### config.mk
export PLATFORM = sky130hd
export DESIGN_NAME = hazard_ctrl
export DESIGN_NICKNAME = d
export VERILOG_FILES = /design/src/rtl/hazard_ctrl.sv
export SDC_FILE = /design/constraint.sdc
export NUM_CORES = 1
export LEC_CHECK = 0
export CORE_MARGIN = 4
export CORE_UTILIZATION = 42
export CTS_CLUSTER_DIAMETER = 200
export CTS_CLUSTER_SIZE = 20
export DETAILED_ROUTE_END_ITERATION = 16
export PLACE_DENSITY = 0.91
export SLEW_MARGIN = 40
export SYNTH_ARGS = -nofsm -noshare
export SYNTH_HDL_FRONTEND = slang
export SYNTH_SLANG_ARGS = --single-unit
export TNS_END_PERCENT = 100
### constraint.sdc
create_clock -name clk -period 2.9 [get_ports clk]
set_input_delay 0.29 -clock clk [delete_from_list [all_inputs] [get_ports clk]]
set_output_delay 0.29 -clock clk [all_outputs]
set_load 0.02 [all_outputs]
### src/rtl/hazard_ctrl.sv
// hazard_ctrl: pipeline hazard controller for the 5-stage MIPS datapath.
// Produces the EX operand forward selects and detects load-use hazards.
// It also stalls the front end while the multi-cycle mult/div unit is busy,
// and flushes IF/ID and ID/EX when a branch or jump in EX is taken.
// Optional build macro HAZARD_STATS_EN adds two saturating event counters,
// stall_cycles and flush_events.
//
// MDU FSM states
//   state | meaning
//   IDLE  | no mult/div outstanding; the front end runs unless lu or a branch intervenes
//   BUSY  | mult/div occupying EX; the front end is stalled until cnt_q reaches 0
module hazard_ctrl #(
    parameter int MDU_LATENCY = 4,
    parameter int CNT_W       = 6
) (
    input  logic        clk,
    input  logic        rst_n,
    input  logic [4:0]  ID_rs,
    input  logic [4:0]  ID_rt,
    input  logic [4:0]  EX_rs,
    input  logic [4:0]  EX_rt,
    input  logic        EX_MemRead,
    input  logic [4:0]  EX_WriteReg,
    input  logic        MEM_RegWrite,
    input  logic [4:0]  MEM_WriteReg,
    input  logic        WB_RegWrite,
    input  logic [4:0]  WB_WriteReg,
    input  logic        ID_mdu_start,
    input  logic        EX_branch_taken,
    output logic [1:0]  forwardA,
    output logic [1:0]  forwardB,
    output logic        PC_write,
    output logic        IFID_write,
    output logic        IFID_flush,
    output logic        IDEX_flush,
    output logic        mdu_busy
`ifdef HAZARD_STATS_EN
    ,
    output logic [31:0] stall_cycles,
    output logic [31:0] flush_events
`endif
);

    localparam logic [0:0] ST_IDLE = 1'b0;
    localparam logic [0:0] ST_BUSY = 1'b1;

    // A single-cycle MDU never needs a stall, so BUSY is only reachable when the latency is above 1.
    localparam bit MDU_MULTI = (MDU_LATENCY > 1);
    // The start cycle is one MDU cycle, so the counter is loaded with MDU_LATENCY-2.
    // This gives MDU_LATENCY-1 cycles in BUSY.
    localparam logic [CNT_W-1:0] CNT_LOAD = CNT_W'((MDU_LATENCY > 1) ? (MDU_LATENCY - 2) : 0);

    logic [0:0]       state_q, state_d;
    logic [CNT_W-1:0] cnt_q, cnt_d;

    logic [1:0] fwd_a, fwd_b;
    logic       lu;
    logic       pc_write_c, ifid_write_c, ifid_flush_c, idex_flush_c;

    // Forward selects: a MEM-stage producer beats a WB-stage producer, and $zero is never forwarded.
    always_comb begin
        fwd_a = 2'b00;
        if (MEM_RegWrite && (MEM_WriteReg != 5'd0) && (MEM_WriteReg == EX_rs)) begin
            fwd_a = 2'b10;
        end else if (WB_RegWrite && (WB_WriteReg != 5'd0) && (WB_WriteReg == EX_rs)) begin
            fwd_a = 2'b01;
        end
        fwd_b = 2'b00;
        if (MEM_RegWrite && (MEM_WriteReg != 5'd0) && (MEM_WriteReg == EX_rt)) begin
            fwd_b = 2'b10;
        end else if (WB_RegWrite && (WB_WriteReg != 5'd0) && (WB_WriteReg == EX_rt)) begin
            fwd_b = 2'b01;
        end
    end

    // Load-use detection: a load in EX whose destination is read by the instruction in ID.
    always_comb begin
        lu = EX_MemRead && (EX_WriteReg != 5'd0) &&
             ((EX_WriteReg == ID_rs) || (EX_WriteReg == ID_rt));
    end

    // Front-end control, priority branch > MDU stall > load-use.
    always_comb begin
        pc_write_c   = 1'b1;
        ifid_write_c = 1'b1;
        ifid_flush_c = 1'b0;
        idex_flush_c = 1'b0;
        if (EX_branch_taken) begin
            ifid_flush_c = 1'b1;
            idex_flush_c = 1'b1;
        end else if (state_q == ST_BUSY) begin
            pc_write_c   = 1'b0;
            ifid_write_c = 1'b0;
            idex_flush_c = 1'b1;
        end else if (lu) begin
            pc_write_c   = 1'b0;
            ifid_write_c = 1'b0;
            idex_flush_c = 1'b1;
        end
    end

    // MDU next-state and down-counter. A start is only accepted in IDLE on a cycle where the start instruction really advances.
    always_comb begin
        state_d = state_q;
        cnt_d   = cnt_q;
        if (state_q == ST_IDLE) begin
            if (ID_mdu_start && !lu && !EX_branch_taken && MDU_MULTI) begin
                state_d = ST_BUSY;
                cnt_d   = CNT_LOAD;
            end
        end else begin
            if (cnt_q == '0) begin
                state_d = ST_IDLE;
            end else begin
                cnt_d = cnt_q - 1'b1;
            end
        end
    end

    // MDU state and counter registers.
    always_ff @(posedge clk or negedge rst_n) begin
        if (!rst_n) begin
            state_q <= ST_IDLE;
            cnt_q   <= '0;
        end else begin
            state_q <= state_d;
            cnt_q   <= cnt_d;
        end
    end

    assign forwardA   = fwd_a;
    assign forwardB   = fwd_b;
    assign PC_write   = pc_write_c;
    assign IFID_write = ifid_write_c;
    assign IFID_flush = ifid_flush_c;
    assign IDEX_flush = idex_flush_c;
    assign mdu_busy   = (state_q == ST_BUSY);

`ifdef HAZARD_STATS_EN
    logic [31:0] stall_cycles_q, stall_cycles_d;
    logic [31:0] flush_events_q, flush_events_d;

    // Saturating event counters. They count stalled PC cycles and cycles with an IF/ID flush.
    always_comb begin
        stall_cycles_d = stall_cycles_q;
        flush_events_d = flush_events_q;
        if (!pc_write_c && (stall_cycles_q != 32'hFFFF_FFFF)) begin
            stall_cycles_d = stall_cycles_q + 32'd1;
        end
        if (ifid_flush_c && (flush_events_q != 32'hFFFF_FFFF)) begin
            flush_events_d = flush_events_q + 32'd1;
        end
    end

    // Counter registers, cleared by reset.
    always_ff @(posedge clk or negedge rst_n) begin
        if (!rst_n) begin
            stall_cycles_q <= '0;
            flush_events_q <= '0;
        end else begin
            stall_cycles_q <= stall_cycles_d;
            flush_events_q <= flush_events_d;
        end
    end

    assign stall_cycles = stall_cycles_q;
    assign flush_events = flush_events_q;
`endif

endmodule

# ---- After elaboration in Yosys (flattened, before gate mapping)
# Cells that the tools add are included.
dict set report classes {
  addsub 1
  eq_ne 7
  mux 17
  n_reduce_logical 19
}
# operator count
set ops {}
lappend ops {{5-bit == test} 6}
lappend ops {{6-bit two-way mux} 3}
lappend ops {{5-bit nonzero test} 3}
lappend ops {{1-bit two-way mux} 12}
lappend ops {{1-bit logical AND} 10}
lappend ops {{6-bit logical NOT} 1}
lappend ops {{6-bit by 1-bit subtractor with 6-bit output, second input constant} 1}
lappend ops {{2-bit two-way mux} 2}
lappend ops {{1-bit logical NOT} 2}
lappend ops {{2-bit != test, second input constant} 1}
lappend ops {{2-bit AND reduction} 1}
lappend ops {{2-bit nonzero test} 1}
lappend ops {{1-bit logical OR} 1}
dict set report totals {
  regBits 7
  input_bits 42
  out_inout_bits 9
  elab_cells 46
}

# ---- Logic depth before layout (Yosys ltp)
# Gate-level depths: netlist (run 1).
dict set report logic_depth {
  depth_word 8
  depth_mapped 6
  ltp_nobuf 6
}

# ---- Worst setup path before layout (run 1)
# Ideal clock, no wire load.
dict set report synth_path {
  path_type {input to output}
  start {input port EX_WriteReg[1]}
  end {output port PC_write}
  arrival_time_ns 1.677
  required_time_ns 2.610
  path_slack_ns 0.933
  stages 5
  path_cell_list {or4_4 > o21ai_4 > nor2_1 > a2bb2oi_1 > buf_4}
}
dict set report synth_between {
  elab_chain_cells 6
  elab_cells_between_ends 9
  classes_between {2 x eq/ne; 3 x mux; 4 x reduce/logical}
}
# item line
set synth_rtl {}
lappend synth_rtl {{start: declaration} 23} ;# input logic [4:0] EX_WriteReg,
lappend synth_rtl {{5-bit == test or 5-bit nonzero test (tied branches)} {79, 78}}
lappend synth_rtl {{1-bit logical OR or 1-bit logical AND (tied branches)} {79, 78}}
lappend synth_rtl {{1-bit logical AND (*)} 78} ;# lu = EX_MemRead && (EX_WriteReg != 5'd0) &&
lappend synth_rtl {{1-bit two-way mux (*) (3 in a row)} -}
lappend synth_rtl {{end: declaration} 32} ;# output logic PC_write,
# Every way passes the cells marked *; elsewhere a longest branch is shown, timed or not.

# ---- Final worst setup path (run 1)
dict set report layout_path {
  start {input port EX_WriteReg[1]}
  end {output port PC_write}
}
dict set report layout_between {
  elab_chain_cells 6
  elab_cells_between_ends 9
  classes_between {2 x eq/ne; 3 x mux; 4 x reduce/logical}
}
# item line
set layout_rtl {}
lappend layout_rtl {{5-bit == test or 5-bit nonzero test (tied branches)} {79, 78}}
lappend layout_rtl {{1-bit logical OR or 1-bit logical AND (tied branches)} {79, 78}}
lappend layout_rtl {{1-bit logical AND (*)} 78}
lappend layout_rtl {{1-bit two-way mux (*)} 95} ;# end else if (lu) begin
lappend layout_rtl {{1-bit two-way mux (*)} 91} ;# end else if (state_q == ST_BUSY) begin
lappend layout_rtl {{1-bit two-way mux (*)} 88} ;# if (EX_branch_taken) begin
# Marks and branches as above.

==> results of run 1 <==
## what timing repair did
| item | in CTS | in global routing |
|---|---|---|
| buffers inserted | 0 | 0 |
| endpoints found under the setup margin | 0 | 2 |
| gates resized for setup | 0 | 2 |
## cells in the mapped netlist (all sizes together)
cell	instances	area, sq um
o21a	1	7.51
nand3	8	40.0
a21o	1	7.51
nor4	5	43.8
a31o	1	8.76
o22ai	1	6.26
o311ai	1	8.76
o22a	1	8.76
a211o	1	8.76
or4	6	48.8
o211ai	3	22.5
ha	1	12.5
o21ai	8	62.6
a211oi	3	22.5
or3	1	11.3
nor4b	1	8.76
or4b	1	13.8
clkbuf	1	3.75
nand2	10	37.5
nor2	6	22.5
o311a	1	11.3
xnor2	16	140
o31ai	1	7.51
buf	2	15.0
xor2	14	123
dfrtp	7	175
a2111o	1	11.3
a2bb2oi	1	8.76
nand2b	1	6.26
inv	5	18.8
nor2b	3	18.8
a221oi	1	8.76
a21oi	1	5.00
## final cells by class
| cell class | instances | area, sq um | area share |
|---|---|---|---|
| clock buffer | 4 | 26.3 | 0.0174 |
| inverter | 5 | 18.8 | 0.0124 |
| multi-input combinational | 100 | 743 | 0.492 |
| sequential | 7 | 175 | 0.116 |
| tap | 28 | 35.0 | 0.0232 |
| timing repair buffer | 51 | 513 | 0.339 |
## registers in the layout (all words and copies together) (netlist names)
| signal | flops |
|---|---|
| cnt_q | 6 |
| mdu_busy | 1 |
## kinds of logic after synthesis
| logic type | after synthesis |
|---|---|
| compound gates | 27 |
| xor+xnor | 30 |
| fa+ha+maj | 1 |
| buf+inv | 8 |
| flops | 7 |
| simple gates | 42 |
## cells in the final DEF (no fill, tap or decap), types with 3 or more instances in the layout
cell,count
xor2_1,14
nand3_1,8
inv_1,5
o21ai_0,4
o211ai_1,3
nand2_1,10
clkbuf_4,3
a211oi_1,3
xnor2_1,16
nor2b_1,3
clkdlybuf4s50_1,48
nor2_1,6
nor4_1,3
or4_1,5
dfrtp_1,7
## per-layer routing
| layer | GRT usage | part of all wire |
|---|---|---|
| met5 | 0 | 0 |
| met4 | 0.0868 | 0.015 |
| met3 | 0.0278 | 0.063 |
| met2 | 0.380 | 0.55 |
| met1 | 0.206 | 0.37 |
## metrics by stage
stage | cell area, sq um | util | cells
after floorplan | 956 | - | 115
after detailed placement | 1480 | 0.676 | 191
after CTS | 1510 | 0.688 | 195
final | 1510 | 0.690 | 195
after global routing | 1510 | 0.690 | 195
after global placement | 1480 | 0.676 | 191
## worst max-delay path, stage by stage
cell and delay (ns):
clkdlybuf4s50_1 0.47, or4_4 0.58, o21ai_4 0.20, nor2_1 0.06
a2bb2oi_1 0.18, clkdlybuf4s50_1 0.65
## power groups by stage
stage	sequential [uW]	clock [uW]	combinational, uW
after global placement	214	0	472
after floorplan	208	0	318
after global routing	234	93.1	544
after CTS	221	87.3	496
final	225	84.5	495
after detailed placement	223	0	494
## final timing paths
path | from | endpoint | slack, ns | depth (start not counted)
min in group clk | cnt_q[1] | cnt_q[1] | 0.60 | 2
worst min-delay path | rst_n | cnt_q[4] | 0.29 | 1
worst min register to register | cnt_q[1] | cnt_q[1] | 0.60 | 2
worst max register to register | cnt_q[0] | cnt_q[0] | 0.96 | 6
max in group asynchronous | rst_n | cnt_q[3] | 2.38 | 1
worst max-delay path | EX_WriteReg[1] | PC_write | 0.19 | 6
==> results.yml, run 1 <==
worst_setup_path:
  cp.required_ns: 2.61
  path_class: "input port to output pin"
  cp-start-kind: "input port"
  crit_fanout: 5
  endpoint_kind: "output pin"
  cp.arrival_ns: 2.42
synthesis:
  netlist_instances: 115
  netlist_area_sq_um: 956
  yosysWarnings: 0
  avgSynthCellArea_sq_um: 8.31
  ys_types: 37
  synth.net_count: 158
  synth-simple-area-share: 0.263
  synth_seq_area_share: 0.183
  synth.ff_latch_count: 7
  synth.area.mux_share: 0
  synth_top_family_by_area: "XOR/XNOR gates"
  synthXorXnorAreaFrac: 0.275
  synth_compound_area_frac: 0.226
  synthAdderAreaFrac: 0.0131
floorplan:
  rows: 17
  die_h_microns: 55.7
  ios: 51
  die-area_sq_mm: 0.00310
  design.core.area_sq_mm: 0.00219
  die_x_microns: 55.7
  initial_core_util: 0.436
clocking:
  cts_tree: "built"
  root_buffer: "clkbuf_4"
  insertion_delay_ns: 0.24
  holdBufCountCts: 0
  cts_max_level: 1
  numCtsBuffers: 3
  clk_pin_slew_ns: 0.05
  cts_sinks: 7
  clockBufferDepth: 2
power_and_ir_drop:
  p_comb_frac: 0.615
  p_clk_frac: 0.105
  power_leakage_uw: 0.000576
  irDropWorstVdd_uv: 282
  switching_share: 0.444
  p_int_uw: 447
  netSwitchingPower_uw: 357
  power_uw: 804
  cellPowerDensity_mw_per_mm2: 532
  p_seq_frac: 0.280
sta:
  period_needed_ns: 2.71
  holdWs_ns: 0.294
  max_freq_ghz: 0.369
  rsz0062_at_grt: "no"
  setup_violations: 0
  final.period_utilization: 0.935
  timing.final.ws_setup_ns: 0.190
  tns_ns: 0
  slew_headroom: 0.597
  worst_pin_slew_ns: 0.596
  hold_viol: 0
  skew_ns: 0.00267
  slew_viol_final: 0
job:
  max_cap_viol_count: 0
hold_path:
  holdCritPathClass: "input port to asynchronous set/reset pin"
layout:
  area_growth_pct: 58.1
  fillers: 172
  drive_gt1_frac: 0.0719
  fin_nets: 211
  diodes: 0
route:
  routed_via_density: 5.59
  drtPass1Iterations: 4
  routedWlPerCell_microns: 15.7
  drt_iter0_markers: 38
  drt_wl_total_microns: 3070
  postRouteAntennaNets: 0
  vias: 1091
  drc: 0
place:
  dp_slack_ns: 0.0328
  dp_hpwl_microns: 2750
  portBuffers: 50
  gp_congestion: 0.881
global_route:
  grt_pass1_wl_microns: 4950
  grt_max_degree: 12
  grt_util_all_layers: 0.197
  grt_pass1_vias: 1173
  antenna_found_initial: 0
  grt_remaining_overflow: 0
status:
  status: "finished clean"
Power figures use the tool's default switching activity.
==> run 2, diff against run 1 <==
Settings changed: CORE_MARGIN 4 to 8, CORE_UTILIZATION 42 to 35, PLACE_DENSITY 0.91 to 0.82.
Clock period 2.9 ns to 2.37 ns, I/O delays scaled along.
==> results.yml, run 2 (synthesis gave the netlist of run 1 again) <==
clocking:
  root_buffer: "clkbuf_4"
  clockBufferDepth: 2
  cts_max_level: 1
  cts_setup_buffers: 0
  cts_sinks: 7
  cts_tree: "built"
  holdBufCountCts: 0
  insertion_delay_ns: 0.25
  clk_pin_slew_ns: 0.05
  numCtsBuffers: 3
status:
  status: "finished clean"
route:
  drt_iter0_markers: 96
  vias: 1162
  drc: 0
  drt_wl_total_microns: 3340
  routedWlPerCell_microns: 15.6
  postRouteAntennaNets: 0
  routed_via_density: 5.43
  drtPass1Iterations: 4
power_and_ir_drop:
  power_leakage_uw: 0.000629
  power_uw: 1010
  irDropWorstVdd_uv: 557
  cellPowerDensity_mw_per_mm2: 619
floorplan:
  die_x_microns: 68.3
  design.core.area_sq_mm: 0.00269
  die-area_sq_mm: 0.00466
  die_h_microns: 68.3
  initial_core_util: 0.356
  rows: 19
  ios: 51
layout:
  stdcell_area_sq_mm: 0.00163
  diodes: 0
  drive_gt1_frac: 0.180
  layout.cells.non_filler: 214
  layout_common_cells: "clkdlybuf4s50_1 (43), buf_4 (17), xnor2_1 (16)"
  regMostFlops: "cnt_q"
  multi_input_area_sq_um: 759
  area_growth_pct: 70.5
  fin_nets: 227
  fillers: 233
  regArea_sq_um: 175
  final_common_cell: "clkdlybuf4s50_1"
  largest_reg_flops: 6
worst_setup_path:
  crit_fanout: 2
  ff2ff_path_depth: 6
  endpoint_kind: "output pin"
  reg2reg_from: "cnt_q[0]"
  path_class: "input port to output pin"
  r2r_setup_slack_ns: 0.48
  cp.required_ns: 2.13
  cp.arrival_ns: 2.00
  r2r-end: "cnt_q[1]"
  cp-start-kind: "input port"
hold_path:
  holdCritPathClass: "input port to asynchronous set/reset pin"
place:
  dp_hpwl_microns: 2890
  gp_congestion: 0.874
  post_dp_cell_area_sq_mm: 0.00160
  dpl.cell_count: 210
  portBuffers: 50
sta:
  period_needed_ns: 2.23
  rsz0062_at_grt: "no"
  skew_ns: 0.00417
  slew_viol_final: 0
  tns_ns: 0
  final.period_utilization: 0.942
  holdWs_ns: 0.237
  slew_headroom: 0.586
  worst_pin_slew_ns: 0.613
  max_freq_ghz: 0.448
  hold_viol: 0
  setup_violations: 0
global_route:
  grt_pass1_wl_microns: 5640
  grt_remaining_overflow: 0
  grt_max_degree: 12
  grt_pass1_vias: 1313
  grt_util_all_layers: 0.155
  antenna_found_initial: 0
job:
  max_cap_viol_count: 0
==> run 2: cell count changes in the layout (fill, tap and decap cells not counted) <==
cell / previous run / this run
nor4_2: 2 / 4
buf_4: 1 / 17
nor4_1: 3 / 1
o21ai_1: 2 / 1
dlygate4sd2_1: 0 / 5
dlymetal6s2s_1: 2 / 0
o21ai_2: 0 / 1
clkdlybuf4s50_1: 48 / 43
clkbuf_2: 0 / 2
==> run 2: power by group <==
| part | total [uW] | leakage (uW) | internal, uW | switching (uW) |
|---|---|---|---|---|
| combinational | 648 | 0.000527 | 324 | 323 |
| clock | 108 | 0.0000150 | 64.2 | 43.7 |
| sequential | 254 | 0.0000868 | 175 | 78.8 |
| total | 1010 | 0.000629 | 564 | 446 |
==> run 2: worst max-delay path: stages <==
cell	delay [ns]
clkdlybuf4s50_1	0.43
or4_4	0.57
o21ai_4	0.14
nor2_1	0.05
a2bb2oi_1	0.20
dlygate4sd2_1	0.37
==> run 2: area by class of cell <==
class,count,share of cell area
multi-input combinational,100,0.466
timing repair buffer,67,0.375
sequential,7,0.107
tap,31,0.0238
clock buffer,4,0.0161
inverter,5,0.0115
==> run 2: timing repair <==
action                     4_1_cts  5_1_grt
setup endpoints to repair        7        2
gates resized for setup         13        3
cloned                           0        0
==> run 2: stage by stage <==
step | worst slack, ns | utilization
2_1_floorplan | 0.509 | -
3_3_place_gp | -0.265 | 0.597
3_5_place_dp | -0.322 | 0.597
4_1_cts | 0.00197 | 0.610
5_1_grt | 0.0608 | 0.607
6_report | 0.136 | 0.607
==> run 2: worst max-delay path by stage <==
| stage | start | endpoint | slack [ns] | cells past startpoint |
|---|---|---|---|---|
| floorplan | EX_WriteReg[1] | PC_write | 0.51 | 5 |
| global placement | MEM_WriteReg[1] | forwardA[0] | -0.27 | 6 |
| detailed placement | MEM_WriteReg[1] | forwardA[0] | -0.32 | 6 |
| CTS | MEM_WriteReg[1] | forwardA[0] | 0.002 | 6 |
| global route | MEM_WriteReg[2] | forwardB[1] | 0.06 | 7 |
| finish | EX_WriteReg[1] | PC_write | 0.14 | 6 |
==> run 2: layer usage <==
layer / vias up / share of wire / global-route usage / wire length [microns]
met5: - / 0 / 0 / 0
li1: 564 / - / - / -
met1: 536 / 0.39 / 0.161 / 1310
met2: 54 / 0.50 / 0.271 / 1680
met3: 8 / 0.082 / 0.0655 / 273
met4: 0 / 0.023 / 0.0588 / 76
